### src/rtl/fullchip_pkg.sv
// Shared encodings for the fullchip inst/mem_in sequencer: instruction bit map,
// sequencer state encoding and counter width.
package fullchip_pkg;

  localparam int unsigned INST_W = 17;

  localparam int unsigned INST_OFIFO_RD   = 16;
  localparam int unsigned INST_QK_ADD_LO  = 12;
  localparam int unsigned INST_PMEM_ADD_LO = 8;
  localparam int unsigned INST_EXECUTE    = 7;
  localparam int unsigned INST_LOAD       = 6;
  localparam int unsigned INST_QMEM_RD    = 5;
  localparam int unsigned INST_QMEM_WR    = 4;
  localparam int unsigned INST_KMEM_RD    = 3;
  localparam int unsigned INST_KMEM_WR    = 2;
  localparam int unsigned INST_PMEM_RD    = 1;
  localparam int unsigned INST_PMEM_WR    = 0;

  localparam int unsigned SEQ_CNT_W = 8;

  typedef enum logic [3:0] {
    IDLE, QWR, QEND, KWR, KEND, GAP2, LOAD, LDTAIL,
    LDOFF, WAIT1, EXEC, EXTAIL, WAIT2, OFIFO, PRD, DONE
  } seq_state_t;

endpackage

### src/rtl/fullchip_inst_seq_phase_cnt.sv
// seq_phase_cnt: loadable up-counter with terminal-count flag, used for the
// per-phase index and gap timing of the sequencer.
module seq_phase_cnt #(
  parameter int unsigned W = 8
) (
  input  logic         clk,
  input  logic         reset,
  input  logic         load,
  input  logic [W-1:0] load_val,
  input  logic         en,
  input  logic [W-1:0] term,
  output logic [W-1:0] cnt,
  output logic         tc
);

  always_ff @(posedge clk or posedge reset) begin
    if (reset) begin
      cnt <= '0;
    end else if (load) begin
      cnt <= load_val;
    end else if (en) begin
      cnt <= cnt + W'(1);
    end
  end

  assign tc = (cnt == term);

endmodule

### src/rtl/fullchip_inst_seq.sv
// fullchip_inst_seq: autonomous initiator producing the 17-bit inst word and mem_in
// bus for fullchip. Optional perf counters are built when SEQ_PERF_EN is defined.
module fullchip_inst_seq
  import fullchip_pkg::*;
#(
  parameter int unsigned bw          = 8,
  parameter int unsigned pr          = 8,
  parameter int unsigned col         = 8,
  parameter int unsigned total_cycle = 8,
  parameter int unsigned gap_cycles  = 10
) (
  input  logic              clk,
  input  logic              reset,
  input  logic              start,
  input  logic [pr*bw-1:0]  host_data,
  input  logic              host_valid,
  output logic              host_ready,
  output logic [pr*bw-1:0]  mem_in,
  output logic [INST_W-1:0] inst,
  output logic              busy,
  output logic              done
`ifdef SEQ_PERF_EN
  ,
  output logic [15:0]       perf_cycles,
  output logic [15:0]       stall_cycles
`endif
);

  seq_state_t           state, state_nxt;
  logic [INST_W-1:0]    inst_nxt;
  logic [SEQ_CNT_W-1:0] cnt, term;
  logic                 cnt_tc, cnt_load, cnt_en, advance, accept;
  logic [3:0]           idx;

  assign accept = host_ready && host_valid;
  assign idx    = cnt[3:0];

  seq_phase_cnt #(.W(SEQ_CNT_W)) u_cnt (
    .clk      (clk),
    .reset    (reset),
    .load     (cnt_load),
    .load_val ('0),
    .en       (cnt_en),
    .term     (term),
    .cnt      (cnt),
    .tc       (cnt_tc)
  );

  // inst is registered from the current state, so each phase's word appears one
  // cycle after the state is entered; the counter restarts at 0 on every transition.
  always_comb begin
    state_nxt = state;
    inst_nxt  = '0;
    term      = '0;
    advance   = 1'b0;
    case (state)
      IDLE: if (start) state_nxt = QWR;
      QWR: begin
        term = SEQ_CNT_W'(total_cycle - 1);
        advance = accept;
        inst_nxt[INST_QMEM_WR] = accept;
        inst_nxt[INST_QK_ADD_LO +: 4] = accept ? idx : inst[INST_QK_ADD_LO +: 4];
        if (accept && cnt_tc) state_nxt = QEND;
      end
      QEND: state_nxt = KWR;
      KWR: begin
        term = SEQ_CNT_W'(col - 1);
        advance = accept;
        inst_nxt[INST_KMEM_WR] = accept;
        inst_nxt[INST_QK_ADD_LO +: 4] = accept ? idx : inst[INST_QK_ADD_LO +: 4];
        if (accept && cnt_tc) state_nxt = KEND;
      end
      KEND: state_nxt = GAP2;
      GAP2: begin
        term = SEQ_CNT_W'(1);
        advance = 1'b1;
        if (cnt_tc) state_nxt = LOAD;
      end
      LOAD: begin
        term = SEQ_CNT_W'(col + 1);
        advance = 1'b1;
        inst_nxt[INST_LOAD]   = 1'b1;
        inst_nxt[INST_KMEM_RD] = (cnt != '0);
        inst_nxt[INST_QK_ADD_LO +: 4] = (cnt == '0) ? 4'd0 : idx - 4'd1;
        if (cnt_tc) state_nxt = LDTAIL;
      end
      LDTAIL: begin
        inst_nxt[INST_LOAD] = 1'b1;
        state_nxt = LDOFF;
      end
      LDOFF: state_nxt = WAIT1;
      WAIT1: begin
        term = SEQ_CNT_W'(gap_cycles - 1);
        advance = 1'b1;
        if (cnt_tc) state_nxt = EXEC;
      end
      EXEC: begin
        term = SEQ_CNT_W'(total_cycle);
        advance = 1'b1;
        inst_nxt[INST_EXECUTE] = 1'b1;
        inst_nxt[INST_QMEM_RD] = 1'b1;
        inst_nxt[INST_QK_ADD_LO +: 4] = idx;
        if (cnt_tc) state_nxt = EXTAIL;
      end
      EXTAIL: state_nxt = WAIT2;
      WAIT2: begin
        term = SEQ_CNT_W'(gap_cycles - 1);
        advance = 1'b1;
        if (cnt_tc) state_nxt = OFIFO;
      end
      OFIFO: begin
        term = SEQ_CNT_W'(total_cycle - 1);
        advance = 1'b1;
        inst_nxt[INST_OFIFO_RD] = 1'b1;
        inst_nxt[INST_PMEM_WR]  = 1'b1;
        inst_nxt[INST_PMEM_ADD_LO +: 4] = idx;
        if (cnt_tc) state_nxt = PRD;
      end
      PRD: begin
        term = SEQ_CNT_W'(total_cycle);
        advance = 1'b1;
        inst_nxt[INST_PMEM_RD] = 1'b1;
        inst_nxt[INST_PMEM_ADD_LO +: 4] = idx;
        if (cnt_tc) state_nxt = DONE;
      end
      DONE: state_nxt = IDLE;
      default: state_nxt = IDLE;
    endcase
    cnt_load = (state_nxt != state);
    cnt_en   = advance && !cnt_load;
  end

  always_ff @(posedge clk or posedge reset) begin
    if (reset) begin
      state      <= IDLE;
      inst       <= '0;
      mem_in     <= '0;
      busy       <= 1'b0;
      done       <= 1'b0;
      host_ready <= 1'b0;
    end else begin
      state      <= state_nxt;
      inst       <= inst_nxt;
      if (accept) mem_in <= host_data;
      busy       <= (state_nxt != IDLE);
      done       <= (state == DONE);
      host_ready <= (state_nxt == QWR) || (state_nxt == KWR);
    end
  end

`ifdef SEQ_PERF_EN
  always_ff @(posedge clk or posedge reset) begin
    if (reset) begin
      perf_cycles  <= '0;
      stall_cycles <= '0;
    end else if (state == IDLE && start) begin
      perf_cycles  <= '0;
      stall_cycles <= '0;
    end else begin
      if (busy && perf_cycles != '1) perf_cycles <= perf_cycles + 16'd1;
      if (host_ready && !host_valid && stall_cycles != '1)
        stall_cycles <= stall_cycles + 16'd1;
    end
  end
`endif

endmodule
### config.mk
export PLATFORM = sky130hd
export DESIGN_NAME = fullchip_inst_seq
export DESIGN_NICKNAME = d
export VERILOG_FILES = /design/src/rtl/fullchip_pkg.sv /design/src/rtl/fullchip_inst_seq_phase_cnt.sv /design/src/rtl/fullchip_inst_seq.sv
export SDC_FILE = /design/constraint.sdc
export NUM_CORES = 1
export LEC_CHECK = 0
export ABC_CLOCK_PERIOD_IN_PS = 8300
export CAP_MARGIN = 20
export CORE_UTILIZATION = 35
export DETAILED_ROUTE_END_ITERATION = 12
export GPL_TIMING_DRIVEN = 0
export PLACE_DENSITY_LB_ADDON = 0.3
export SETUP_SLACK_MARGIN = 0.05
export SYNTH_ARGS = -nofsm -noshare
export SYNTH_HDL_FRONTEND = slang
export SYNTH_SLANG_ARGS = --single-unit
### constraint.sdc
create_clock -name clk -period 8.3 [get_ports clk]
set_clock_uncertainty 0.1 [all_clocks]
set_input_delay 2.49 -clock clk [delete_from_list [all_inputs] [get_ports clk]]
set_output_delay 2.49 -clock clk [all_outputs]
set_load 0.01 [all_outputs]
==> impl_metrics.toml, run 1 <==
[global_routing]
grt_overflow_total = 0
use_met1 = 0.212
grt_pass1_vias = 2912
global_route.usage.met3 = 0.0359
antenna_found_initial = 0
gr-usage-all-layers = 0.168
grt_max_degree = 62
grt_pass1_wl_um = 14900
grt_most_used_layer = "met2"
grt_util_met2 = 0.275

[yosys]
yosysSeqAreaShare = 0.585
netlist_instances = 314
synth_edf_count = 0
async_flop_share = 1.00
synth_fp_nets = 385
synth_area_per_cell_um2 = 12.8
yosysWarnings = 0
syn-cell-area_um2 = 4020
yosysUniqueCellTypes = 49
synth-seq-cells = 94
ys.flop_type = "dfrtp_1"

[clocking]
clock_latency_ns = 0.34
cts_buffers = 9
clock-root-buffer = "clkbuf_16"
clock_sinks = 94
cts.htree.levels = 3
ctsResizeCount = 0
cts_buffer_depth = 2
cts_tree = "built"
clk_pin_slew_worst_paths_ns = 0.07
cts_setup_buffers = 0
hold_buffers = 0

[sta]
max_freq_mhz = 216
setup_violations = 0
final_max_slew_viol_count = 0
fin_tns_setup_ns = 0
final-hold-violation-count = 0
whs_ns = 0.385
fin_crit_ns = 4.62
tightest_slew_ns = 0.637
final.period_utilization = 0.557
slew_headroom = 0.576
fin_ws_ns = 3.68
grt_setup_unrepaired = "no"

[power]
power_mw = 2.14
powerDensity_nw_per_um2 = 356
worst_ir_drop_vdd_v = 0.000185
p_leak_nw = 2.49

[drt]
drt_iter0_drc = 233
vias = 3027
routedWlPerCell_um = 15.6
totalWireLength_um = 9680
drc = 0
antenna_left = 0
vias_per_cell = 4.87
drtPass1Iterations = 4

[placed_design]
routabilityCongestion = 0.823
place_ws_ns = 3.28
numPortBuffers = 151
dp_hpwl_um = 7280

[floorplan]
ioPinCount = 152
die-area_um2 = 11900
die_h_um = 109
die_w_um = 109
num_rows = 38
core_um2 = 11000
initial_core_util = 0.364

[worst_setup_path]
crit_fanout = 10
start_kind = "input port"
crit_required_ns = 8.42
setup.worst_path.end_class = "flip-flop"
cp.arrival_ns = 4.74
critPathKind = "in2reg"

[hold_path]
hold_class = "reg2reg"

[cells_and_area]
fillers = 985
num-nets-final = 548
final_common_cell = "clkdlybuf4s50_1"
n_antenna_cell = 0
syn_to_final_growth_pct = 49.5
layout_common_cells = "clkdlybuf4s50_1 (151), dfrtp_1 (94), mux2_2 (64), nor2_1 (24), nand2_1 (14)"
drive_gt1_frac = 0.210
utilization = 0.545

[outcome]
status = "finished clean"

[run]
max_cap_viol_count = 0
## where the power goes
part | switching (mW) | internal (mW) | leakage (nW)
combinational | 0.433 | 0.583 | 1.19
sequential | 0.0953 | 0.646 | 1.16
clock | 0.178 | 0.204 | 0.136
## critical path, cell delays in order
cell and delay, ns:
clkdlybuf4s50_1 0.49, and2_1 0.12, clkbuf_1 0.21, clkbuf_1 0.53, clkbuf_1 0.50, mux2_2 0.40
## final timing paths
kind / from / to / slack, ns / cells after the start
worst max register to register: state[2]$_DFF_PP0_ / busy$_DFF_PP0_ / 5.42 / 7
worst min-delay path: inst[15]$_DFFE_PP0P_ / inst[15]$_DFFE_PP0P_ / 0.38 / 2
min in group asynchronous: reset / mem_in[37]$_DFFE_PP0P_ / 2.42 / 2
max in group asynchronous: reset / inst[4]$_DFF_PP0_ / 5.05 / 3
worst min register to register: inst[15]$_DFFE_PP0P_ / inst[15]$_DFFE_PP0P_ / 0.38 / 2
worst max-delay path: host_valid / mem_in[42]$_DFFE_PP0P_ / 3.68 / 6
## through the flow
step / std cells / instance area [um2]
after floorplan: 314 / 4020
after global placement: 605 / 5700
after detailed placement: 606 / 5730
after CTS: 622 / 6010
after global routing: 622 / 6010
final: 622 / 6010
## area by class of cell
type	count	area [um2]	area share
Inverter	5	21.3	0.00354
Timing Repair Buffer	152	1540	0.256
Clock buffer	9	225	0.0375
Multi-Input combinational cell	194	1540	0.256
Clock inverter	7	48.8	0.00812
Buffer	21	106	0.0177
Sequential cell	94	2350	0.392
Tap cell	140	175	0.0292
## per-layer routing
layer / wire (um) / part of all wire / up-vias
li1: - / - / 1422
met3: 749 / 0.077 / 9
met5: 0 / 0 / -
met1: 4130 / 0.43 / 1471
met2: 4650 / 0.48 / 125
met4: 154 / 0.016 / 0
## state kept, by name, indices dropped and copies added (netlist names)
signal and flops:
mem_in 64, busy 1, u_cnt.cnt 8, state 4, done 1, host_ready 1, inst 15
## synth_stat cells (2+ instances only)
library cell,number,area share
xor2_1,3,0.0065
mux2i_1,3,0.0075
nor2_1,24,0.022
mux2_2,64,0.18
and2_1,6,0.0093
nor3_1,7,0.0087
nand2b_1,6,0.0093
and3_1,2,0.0031
o21ai_0,7,0.0087
o41ai_1,2,0.0044
nor4_1,4,0.0062
o22a_1,2,0.0044
buf_2,3,0.0037
buf_1,2,0.0019
or2_2,3,0.0047
buf_4,2,0.0037
dfrtp_1,94,0.59
xnor2_1,6,0.013
buf_6,2,0.0056
ha_1,3,0.0093
inv_1,5,0.0047
nand2_1,14,0.013
clkbuf_1,11,0.010
nand3b_1,3,0.0056
o21a_1,3,0.0056
a21oi_1,9,0.011
nand3_1,2,0.0025
## cell families after synthesis
logic type / after synthesis / share of synthesized area
xor gates and xnor gates: 9 / 0.0196
buffers and inverters: 26 / 0.0311
and+or+nand+nor: 80 / 0.104
muxes: 67 / 0.187
adders and majority gates: 4 / 0.0121
DFF: 94 / 0.585
AOI/OAI and AO/OA: 34 / 0.0607
Power figures use the tool's default switching activity.
==> run 2: changes to the inputs <==
- ABC_CLOCK_PERIOD_IN_PS: 8300 -> 4850
- clock period: 8.3 -> 4.85 ns (I/O delays scaled with it)
==> results of run 2 <==
The final DEF is identical to that of run 1. Status: finished clean.
Among the figures that moved: setup slack after placement 3.28 ns -> 0.868 ns; setup slack after layout 3.68 ns -> 1.26 ns; register-to-register setup slack 5.42 ns -> 1.97 ns; total power 2.14 mW -> 3.66 mW; worst IR drop on VDD 0.000185 V -> 0.000317 V
